**src/rtl/axi4_burst_slave_mem.sv**
```systemverilog
// AXI4 burst slave with on-chip word memory.
// Independent write and read FSMs share one dual-port array.
module axi4_burst_slave_mem #(
  parameter int C_S_AXI_ID_WIDTH   = 1,
  parameter int C_S_AXI_DATA_WIDTH = 32,
  parameter int C_S_AXI_ADDR_WIDTH = 8
) (
  input  logic                            ACLK,
  input  logic                            ARESETN,
  input  logic [C_S_AXI_ID_WIDTH-1:0]     S_AXI_AWID,
  input  logic [C_S_AXI_ADDR_WIDTH-1:0]   S_AXI_AWADDR,
  input  logic [7:0]                      S_AXI_AWLEN,
  input  logic [2:0]                      S_AXI_AWSIZE,
  input  logic [1:0]                      S_AXI_AWBURST,
  input  logic                            S_AXI_AWVALID,
  output logic                            S_AXI_AWREADY,
  input  logic [C_S_AXI_DATA_WIDTH-1:0]   S_AXI_WDATA,
  input  logic [C_S_AXI_DATA_WIDTH/8-1:0] S_AXI_WSTRB,
  input  logic                            S_AXI_WLAST,
  input  logic                            S_AXI_WVALID,
  output logic                            S_AXI_WREADY,
  output logic [C_S_AXI_ID_WIDTH-1:0]     S_AXI_BID,
  output logic [1:0]                      S_AXI_BRESP,
  output logic                            S_AXI_BVALID,
  input  logic                            S_AXI_BREADY,
  input  logic [C_S_AXI_ID_WIDTH-1:0]     S_AXI_ARID,
  input  logic [C_S_AXI_ADDR_WIDTH-1:0]   S_AXI_ARADDR,
  input  logic [7:0]                      S_AXI_ARLEN,
  input  logic [2:0]                      S_AXI_ARSIZE,
  input  logic [1:0]                      S_AXI_ARBURST,
  input  logic                            S_AXI_ARVALID,
  output logic                            S_AXI_ARREADY,
  output logic [C_S_AXI_ID_WIDTH-1:0]     S_AXI_RID,
  output logic [C_S_AXI_DATA_WIDTH-1:0]   S_AXI_RDATA,
  output logic [1:0]                      S_AXI_RRESP,
  output logic                            S_AXI_RLAST,
  output logic                            S_AXI_RVALID,
  input  logic                            S_AXI_RREADY
);

  localparam int AW    = C_S_AXI_ADDR_WIDTH - 2;
  localparam int DEPTH = 1 << AW;
  localparam int DW    = C_S_AXI_DATA_WIDTH;
  localparam int NB    = DW / 8;

  typedef logic [AW-1:0]           waddr_t;
  typedef logic [C_S_AXI_ID_WIDTH-1:0] id_t;

  typedef enum logic [1:0] {
    W_IDLE,
    W_DATA,
    W_RESP
  } w_state_e;

  typedef enum logic {
    R_IDLE,
    R_DATA
  } r_state_e;

  function automatic logic burst_bad(
    input logic [1:0] burst,
    input logic [7:0] len,
    input logic [2:0] size
  );
    logic wrap_ok;
    wrap_ok = (len == 8'd1) || (len == 8'd3) ||
              (len == 8'd7) || (len == 8'd15);
    return (size != 3'd2) || (burst == 2'b11) ||
           ((burst == 2'b10) && !wrap_ok);
  endfunction

  // WRAP keeps the upper bits and increments inside the LEN+1 window
  function automatic waddr_t next_addr(
    input waddr_t     a,
    input logic [1:0] burst,
    input logic [7:0] len
  );
    waddr_t mask;
    waddr_t inc;
    mask = waddr_t'(len[3:0]);
    inc  = a + waddr_t'(1);
    unique case (burst)
      2'b00:   return a;
      2'b10:   return (a & ~mask) | (inc & mask);
      default: return inc;
    endcase
  endfunction

  logic [DW-1:0] mem [DEPTH];

  w_state_e   w_state_q, w_state_d;
  id_t        wid_q, wid_d;
  waddr_t     waddr_q, waddr_d;
  logic [7:0] wlen_q, wlen_d;
  logic [1:0] wburst_q, wburst_d;
  logic [7:0] wcnt_q, wcnt_d;
  logic       werr_q, werr_d;
  logic       wlerr_q, wlerr_d;
  logic       awready_q, awready_d;
  logic       mem_we;

  r_state_e   r_state_q, r_state_d;
  id_t        rid_q, rid_d;
  waddr_t     raddr_q, raddr_d;
  logic [7:0] rlen_q, rlen_d;
  logic [1:0] rburst_q, rburst_d;
  logic [7:0] rcnt_q, rcnt_d;
  logic       rerr_q, rerr_d;
  logic       arready_q, arready_d;

  logic unused_addr_lsb;
  assign unused_addr_lsb = ^{S_AXI_AWADDR[1:0],
                             S_AXI_ARADDR[1:0]};

  always_comb begin
    w_state_d = w_state_q;
    wid_d     = wid_q;
    waddr_d   = waddr_q;
    wlen_d    = wlen_q;
    wburst_d  = wburst_q;
    wcnt_d    = wcnt_q;
    werr_d    = werr_q;
    wlerr_d   = wlerr_q;
    mem_we    = 1'b0;
    unique case (w_state_q)
      W_IDLE: begin
        if (awready_q && S_AXI_AWVALID) begin
          wid_d     = S_AXI_AWID;
          waddr_d   = S_AXI_AWADDR[C_S_AXI_ADDR_WIDTH-1:2];
          wlen_d    = S_AXI_AWLEN;
          wburst_d  = S_AXI_AWBURST;
          wcnt_d    = 8'd0;
          werr_d    = burst_bad(S_AXI_AWBURST,
                                S_AXI_AWLEN,
                                S_AXI_AWSIZE);
          wlerr_d   = 1'b0;
          w_state_d = W_DATA;
        end
      end
      W_DATA: begin
        if (S_AXI_WVALID) begin
          mem_we  = !werr_q;
          waddr_d = next_addr(waddr_q, wburst_q, wlen_q);
          wcnt_d  = wcnt_q + 8'd1;
          if (S_AXI_WLAST != (wcnt_q == wlen_q))
            wlerr_d = 1'b1;
          if (wcnt_q == wlen_q)
            w_state_d = W_RESP;
        end
      end
      W_RESP: begin
        if (S_AXI_BREADY)
          w_state_d = W_IDLE;
      end
      default: w_state_d = W_IDLE;
    endcase
    awready_d = (w_state_d == W_IDLE);
  end

  always_ff @(posedge ACLK or negedge ARESETN) begin
    if (!ARESETN) begin
      w_state_q <= W_IDLE;
      wid_q     <= '0;
      waddr_q   <= '0;
      wlen_q    <= '0;
      wburst_q  <= '0;
      wcnt_q    <= '0;
      werr_q    <= 1'b0;
      wlerr_q   <= 1'b0;
      awready_q <= 1'b0;
    end else begin
      w_state_q <= w_state_d;
      wid_q     <= wid_d;
      waddr_q   <= waddr_d;
      wlen_q    <= wlen_d;
      wburst_q  <= wburst_d;
      wcnt_q    <= wcnt_d;
      werr_q    <= werr_d;
      wlerr_q   <= wlerr_d;
      awready_q <= awready_d;
    end
  end

  // Contents survive reset by design
  always_ff @(posedge ACLK) begin
    if (mem_we) begin
      for (int b = 0; b < NB; b++) begin
        if (S_AXI_WSTRB[b])
          mem[waddr_q][8*b +: 8] <= S_AXI_WDATA[8*b +: 8];
      end
    end
  end

  assign S_AXI_AWREADY = awready_q;
  assign S_AXI_WREADY  = (w_state_q == W_DATA);
  assign S_AXI_BVALID  = (w_state_q == W_RESP);
  assign S_AXI_BID     = wid_q;
  assign S_AXI_BRESP   = (S_AXI_BVALID && (werr_q || wlerr_q)) ?
                         2'b10 : 2'b00;

  always_comb begin
    r_state_d = r_state_q;
    rid_d     = rid_q;
    raddr_d   = raddr_q;
    rlen_d    = rlen_q;
    rburst_d  = rburst_q;
    rcnt_d    = rcnt_q;
    rerr_d    = rerr_q;
    unique case (r_state_q)
      R_IDLE: begin
        if (arready_q && S_AXI_ARVALID) begin
          rid_d     = S_AXI_ARID;
          raddr_d   = S_AXI_ARADDR[C_S_AXI_ADDR_WIDTH-1:2];
          rlen_d    = S_AXI_ARLEN;
          rburst_d  = S_AXI_ARBURST;
          rcnt_d    = 8'd0;
          rerr_d    = burst_bad(S_AXI_ARBURST,
                                S_AXI_ARLEN,
                                S_AXI_ARSIZE);
          r_state_d = R_DATA;
        end
      end
      R_DATA: begin
        if (S_AXI_RREADY) begin
          if (rcnt_q == rlen_q) begin
            r_state_d = R_IDLE;
          end else begin
            raddr_d = next_addr(raddr_q, rburst_q, rlen_q);
            rcnt_d  = rcnt_q + 8'd1;
          end
        end
      end
      default: r_state_d = R_IDLE;
    endcase
    arready_d = (r_state_d == R_IDLE);
  end

  always_ff @(posedge ACLK or negedge ARESETN) begin
    if (!ARESETN) begin
      r_state_q <= R_IDLE;
      rid_q     <= '0;
      raddr_q   <= '0;
      rlen_q    <= '0;
      rburst_q  <= '0;
      rcnt_q    <= '0;
      rerr_q    <= 1'b0;
      arready_q <= 1'b0;
    end else begin
      r_state_q <= r_state_d;
      rid_q     <= rid_d;
      raddr_q   <= raddr_d;
      rlen_q    <= rlen_d;
      rburst_q  <= rburst_d;
      rcnt_q    <= rcnt_d;
      rerr_q    <= rerr_d;
      arready_q <= arready_d;
    end
  end

  // Array read is asynchronous, so a same-cycle write shows up next cycle
  assign S_AXI_ARREADY = arready_q;
  assign S_AXI_RVALID  = (r_state_q == R_DATA);
  assign S_AXI_RID     = rid_q;
  assign S_AXI_RLAST   = S_AXI_RVALID && (rcnt_q == rlen_q);
  assign S_AXI_RRESP   = (S_AXI_RVALID && rerr_q) ? 2'b10 : 2'b00;
  assign S_AXI_RDATA   = (S_AXI_RVALID && !rerr_q) ?
                         mem[raddr_q] : '0;

endmodule
```
**config.mk**
```make
export PLATFORM = sky130hd
export DESIGN_NAME = axi4_burst_slave_mem
export DESIGN_NICKNAME = d
export VERILOG_FILES = /design/src/rtl/axi4_burst_slave_mem.sv
export SDC_FILE = /design/constraint.sdc
export NUM_CORES = 2
export LEC_CHECK = 0
export CAP_MARGIN = 10
export CORE_MARGIN = 1
export CORE_UTILIZATION = 60
export CTS_CLUSTER_DIAMETER = 40
export DETAILED_ROUTE_END_ITERATION = 6
export HOLD_SLACK_MARGIN = 0.15
export PLACE_DENSITY = 0.77
export RECOVER_POWER = 100
export SETUP_SLACK_MARGIN = 0.3
export SYNTH_ARGS = -nofsm -noshare
export SYNTH_HDL_FRONTEND = slang
export SYNTH_SLANG_ARGS = --single-unit
```
**constraint.sdc**
```tcl
create_clock -name ACLK -period 4.7 [get_ports ACLK]
set_clock_uncertainty 0.05 [all_clocks]
set_input_delay 0.47 -clock ACLK [delete_from_list [all_inputs] [get_ports ACLK]]
set_output_delay 0.47 -clock ACLK [all_outputs]
set_load 0.05 [all_outputs]
```
==> key figures <==
Run status
  • Status: complete, but fails checks
  • Violated checks: max-capacitance violations, max-slew violations, negative setup slack

Worst setup path
  • Worst R2R Path Depth: 8
  • CP Capture Type: output pin
  • Buffer and inverter count on the worst path: 3
  • CP max stage delay: 0.89 ns
  • Reg-to-reg startpoint: w_state_q[1]
  • Worst path cell trace: buf_12 -> nor2b_4 -> buf_4 -> a211oi_1 -> o2bb2ai_1 -> clkbuf_2
  • Worst Path Arrival: 4.20 ns
  • Critical path type: reg -> out
  • Type of origin of the critical path: flop
  • WP data required: 4.18 ns
  • Gate family responsible for the most delay along the worst path: buffers and inverters
  • Critical R2R Capture: mem[3][5]
  • FF-to-FF setup slack: 0.36 ns
  • CP max-delay cell: dfrtp_1
  • CP Max Fanout: 31

Global routing
  • Top Usage Layer GRT: met2
  • Largest net degree at the start of global routing: 80
  • Met1 usage in global routing: 0.404
  • Met2 Usage GRT: 0.475
  • First-pass GRT wire length: 304000 um
  • GR Util met3: 0.110
  • Total gr overflow: 0
  • Overall Global Routing Usage: 0.317
  • Vias in the first global route: 42900
  • Initial antenna violation count: 25

Power and ir drop
  • Internal power: 37.6 mW
  • Flop pwr share: 0.394
  • Net Sw Frac: 0.306
  • PwrDens: 578 nW/um^2
  • Switching power total: 16.6 mW
  • Comb power frac: 0.277
  • P_leak: 29.9 nW
  • Clock network fraction of total power: 0.329
  • Largest vdd supply drop: 569 uV

Logic synthesis
  • Avg Cell Area, Syn: 20.7 sq um
  • EDFF count, synth: 2048
  • Synth Register Bits: 2106
  • Mapped cell area: 82200 sq um
  • Count of cell types in the netlist: 65
  • Prevailing post-synth register cell: edfxtp_1
  • Sequential share of the synthesized area: 0.766
  • Mapped Cells: 3976
  • Yosys warnings: 0
  • Fraction of registers with async set/reset: 0.0275

Placed design
  • Final HPWL DP: 130000 um
  • Gpl congestion: 0.892
  • Area of placed instances: 86000 sq um
  • Port bufs: 125
  • Placed cells: 5773

Die
  • Area of the core: 136000 sq um
  • Die area: 139000 sq um
  • Starting Density: 0.606
  • I/O pins: 132
  • Die Ht: 372 um
  • Row cnt: 135
  • Chip width: 372 um

Min path
  • WHS Path Cells: 2
  • Hold Path Class: in -> reg
  • Min-delay src: S_AXI_AWID
  • Hold EP: S_AXI_BID

Clock tree
  • TritonCTS Buffers: 220
  • CTS tree: done
  • CTS Sinks: 2106
  • Clock Latency Late Sink: 0.85 ns
  • CTS H-tree depth: 4
  • Clock transition at path regs: 0.05 ns
  • Buffer depth of the longest clock path: 3
  • Root Driver: clkbuf_16

STA
  • Setup violators final: 2
  • Fin crit share: 1.00
  • Final worst setup slack: -0.0157 ns
  • Max Freq: 212 MHz
  • Final Slew Violations: 2121
  • Hold Violations, Final: 0
  • Post-Route Setup TNS: -0.0166 ns
  • RSZ-0062 raised after global routing: true
  • Minimum clock period: 4.72 ns
  • Slew margin rel.: -1.31
  • Worst Tran Pin Value: 3.47 ns

Drt
  • DRC: 0
  • Drt pass-1 iters: 7
  • Routed wire per std cell: 34.6 um
  • First DRT Iteration DRCs: 6370
  • Drt total wl: 216000 um
  • Vias: 43000
  • Via density: 6.90
  • Post-route ant nets: 0

Cells and area
  • Layout cells sized above 1: 0.239
  • Area Growth Syn to Fin: 14.0%
  • Post-Layout Cell Count: 6240
  • Fillers: 7880
  • Final Cell Area: 93700 sq um
  • Nets: 4331

Run
  • Number of max-cap violations: 35
[cell type report]
| type | count | area [sq um] | share of cell area |
|---|---|---|---|
| Timing Repair Buffer | 269 | 2710 | 0.0289 |
| Sequential cell | 2106 | 63000 | 0.672 |
| Clock buffer | 251 | 5690 | 0.0607 |
| Inverter | 10 | 45.0 | 0.000481 |
| Tap cell | 1781 | 2230 | 0.0238 |
| Multi-Input combinational cell | 1632 | 18200 | 0.194 |
| Clock inverter | 163 | 1810 | 0.0193 |
| Antenna cell | 28 | 70.1 | 0.000748 |
[synthesized netlist by cell type (5+ instances only)]
library cell,count,area share
o21ai_1,26,0.0016
o221ai_1,8,0.00085
buf_4,17,0.0016
a211o_1,10,0.0011
o31ai_1,9,0.00082
nand3_1,12,0.00073
and3_1,5,0.00038
nand2_1,175,0.0080
inv_1,8,0.00037
nor2b_1,7,0.00053
clkbuf_1,112,0.0051
or3_1,9,0.00068
and3b_1,5,0.00053
edfxtp_1,2048,0.75
mux2_2,28,0.0038
xnor2_1,10,0.0011
xor2_1,16,0.0017
a211oi_1,53,0.0048
nor3_1,21,0.0013
nor2_1,297,0.014
buf_2,56,0.0034
mux2i_1,157,0.019
dfrtp_1,58,0.018
buf_1,26,0.0012
a32oi_1,15,0.0016
nor3b_1,7,0.00064
o2bb2ai_1,7,0.00075
a22o_1,24,0.0026
a21oi_1,42,0.0026
nand4_1,6,0.00046
o21ai_0,36,0.0022
mux4_2,494,0.14
nand3b_1,5,0.00046
a221oi_1,22,0.0023
buf_6,18,0.0025
o22ai_1,64,0.0049
nand2b_1,9,0.00068
[power groups by stage]
stage | sequential [mW] | clock [mW] | combinational (mW)
floorplan | 21.5 | 0 | 9.47
global placement | 21.8 | 0 | 14.4
detailed placement | 21.8 | 0 | 14.5
CTS | 21.3 | 17.8 | 15.0
global route | 21.3 | 18.6 | 15.5
finish | 21.3 | 17.8 | 15.0
[worst max-delay path by stage]
stage / to / slack (ns) / cells past startpoint
6_report: S_AXI_RDATA[7] / -0.02 / 6
5_1_grt: asynchronous set/reset pin / 0.11 / 3
4_1_cts: S_AXI_RDATA[30] / 0.26 / 7
3_3_place_gp: S_AXI_RDATA[0] / 0.85 / 8
2_1_floorplan: S_AXI_RDATA[31] / 1.81 / 6
3_5_place_dp: S_AXI_RDATA[0] / 0.83 / 8
[worst reg2reg max path: stages, from the launching register on]
cell and delay [ns]:
dfrtp_1 0.41, nand2b_1 0.36, clkinv_1 0.26, nand2_1 0.09, nor2_1 0.10, buf_4 0.23
nand2_1 0.73, clkbuf_2 0.73, nor2_1 0.98
[cell usage in the layout, fill, tap and decap left out, types with 28 or more instances in the layout]
| cell type | instances |
|---|---|
| o22ai_1 | 64 |
| a211oi_1 | 48 |
| buf_12 | 53 |
| dfrtp_1 | 53 |
| clkbuf_16 | 223 |
| nor2_1 | 295 |
| bufinv_16 | 28 |
| clkinv_2 | 37 |
| clkbuf_1 | 69 |
| edfxtp_1 | 2048 |
| o21ai_0 | 37 |
| clkinv_1 | 33 |
| buf_4 | 86 |
| mux2_2 | 28 |
| a21oi_1 | 42 |
| diode_2 | 28 |
| mux2i_1 | 156 |
| nand2_1 | 173 |
| mux4_2 | 494 |
| clkdlybuf4s50_1 | 50 |
[what timing repair did]
action / 4_1_cts / 5_1_grt
resized for setup: 10 / 7
hold buffers: 11 / 2
endpoints found under the setup margin: 32 / 11
endpoints found under the hold margin: 68 / 33
setup buffers: 8 / 0
[stage by stage]
stage	setup slack, ns	utilization	power [mW]	hold slack [ns]
floorplan	1.81	-	30.9	0.124
global placement	0.847	0.634	36.1	0.419
detailed placement	0.828	0.634	36.3	0.434
CTS	0.256	0.691	54.1	0.164
global route	0.107	0.691	55.4	0.201
finish	-0.0157	0.691	54.1	0.198
[kinds of logic (layout without fill, tap and decap cells)]
logic type | count (synthesis) | after routing | share of synthesized area
DFF | 2106 | 2106 | 0.766
muxes | 679 | 679 | 0.158
and+or+nand+nor | 573 | 573 | 0.0293
AOI/OAI and AO/OA | 348 | 348 | 0.0293
buffers and inverters | 239 | 693 | 0.0142
xor gates and xnor gates | 26 | 26 | 0.00277
adders and majority gates | 4 | 4 | 0.000609
other | 1 | 30 | 0.0000456
[registers in the layout (all words and copies together), names as in the netlist, named ones only]
name           flops
w_state_q          2
rlen_q             8
wcnt_q             8
S_AXI_RID          1
S_AXI_ARREADY      1
waddr_q            3
mem             2048
rburst_q           2
werr_q             1
S_AXI_RVALID       1
raddr_q            3
rcnt_q             8
S_AXI_AWREADY      1
rerr_q             1
wburst_q           2
wlen_q             8
S_AXI_BID          1
wlerr_q            1
[metal layers]
| layer | part of all wire | vias up |
|---|---|---|
| met5 | 0.0012 | - |
| met4 | 0.059 | 26 |
| met3 | 0.13 | 662 |
| met1 | 0.34 | 22100 |
| met2 | 0.47 | 3194 |
| li1 | - | 17000 |
No activity file was read; power rests on OpenSTA's default activity.
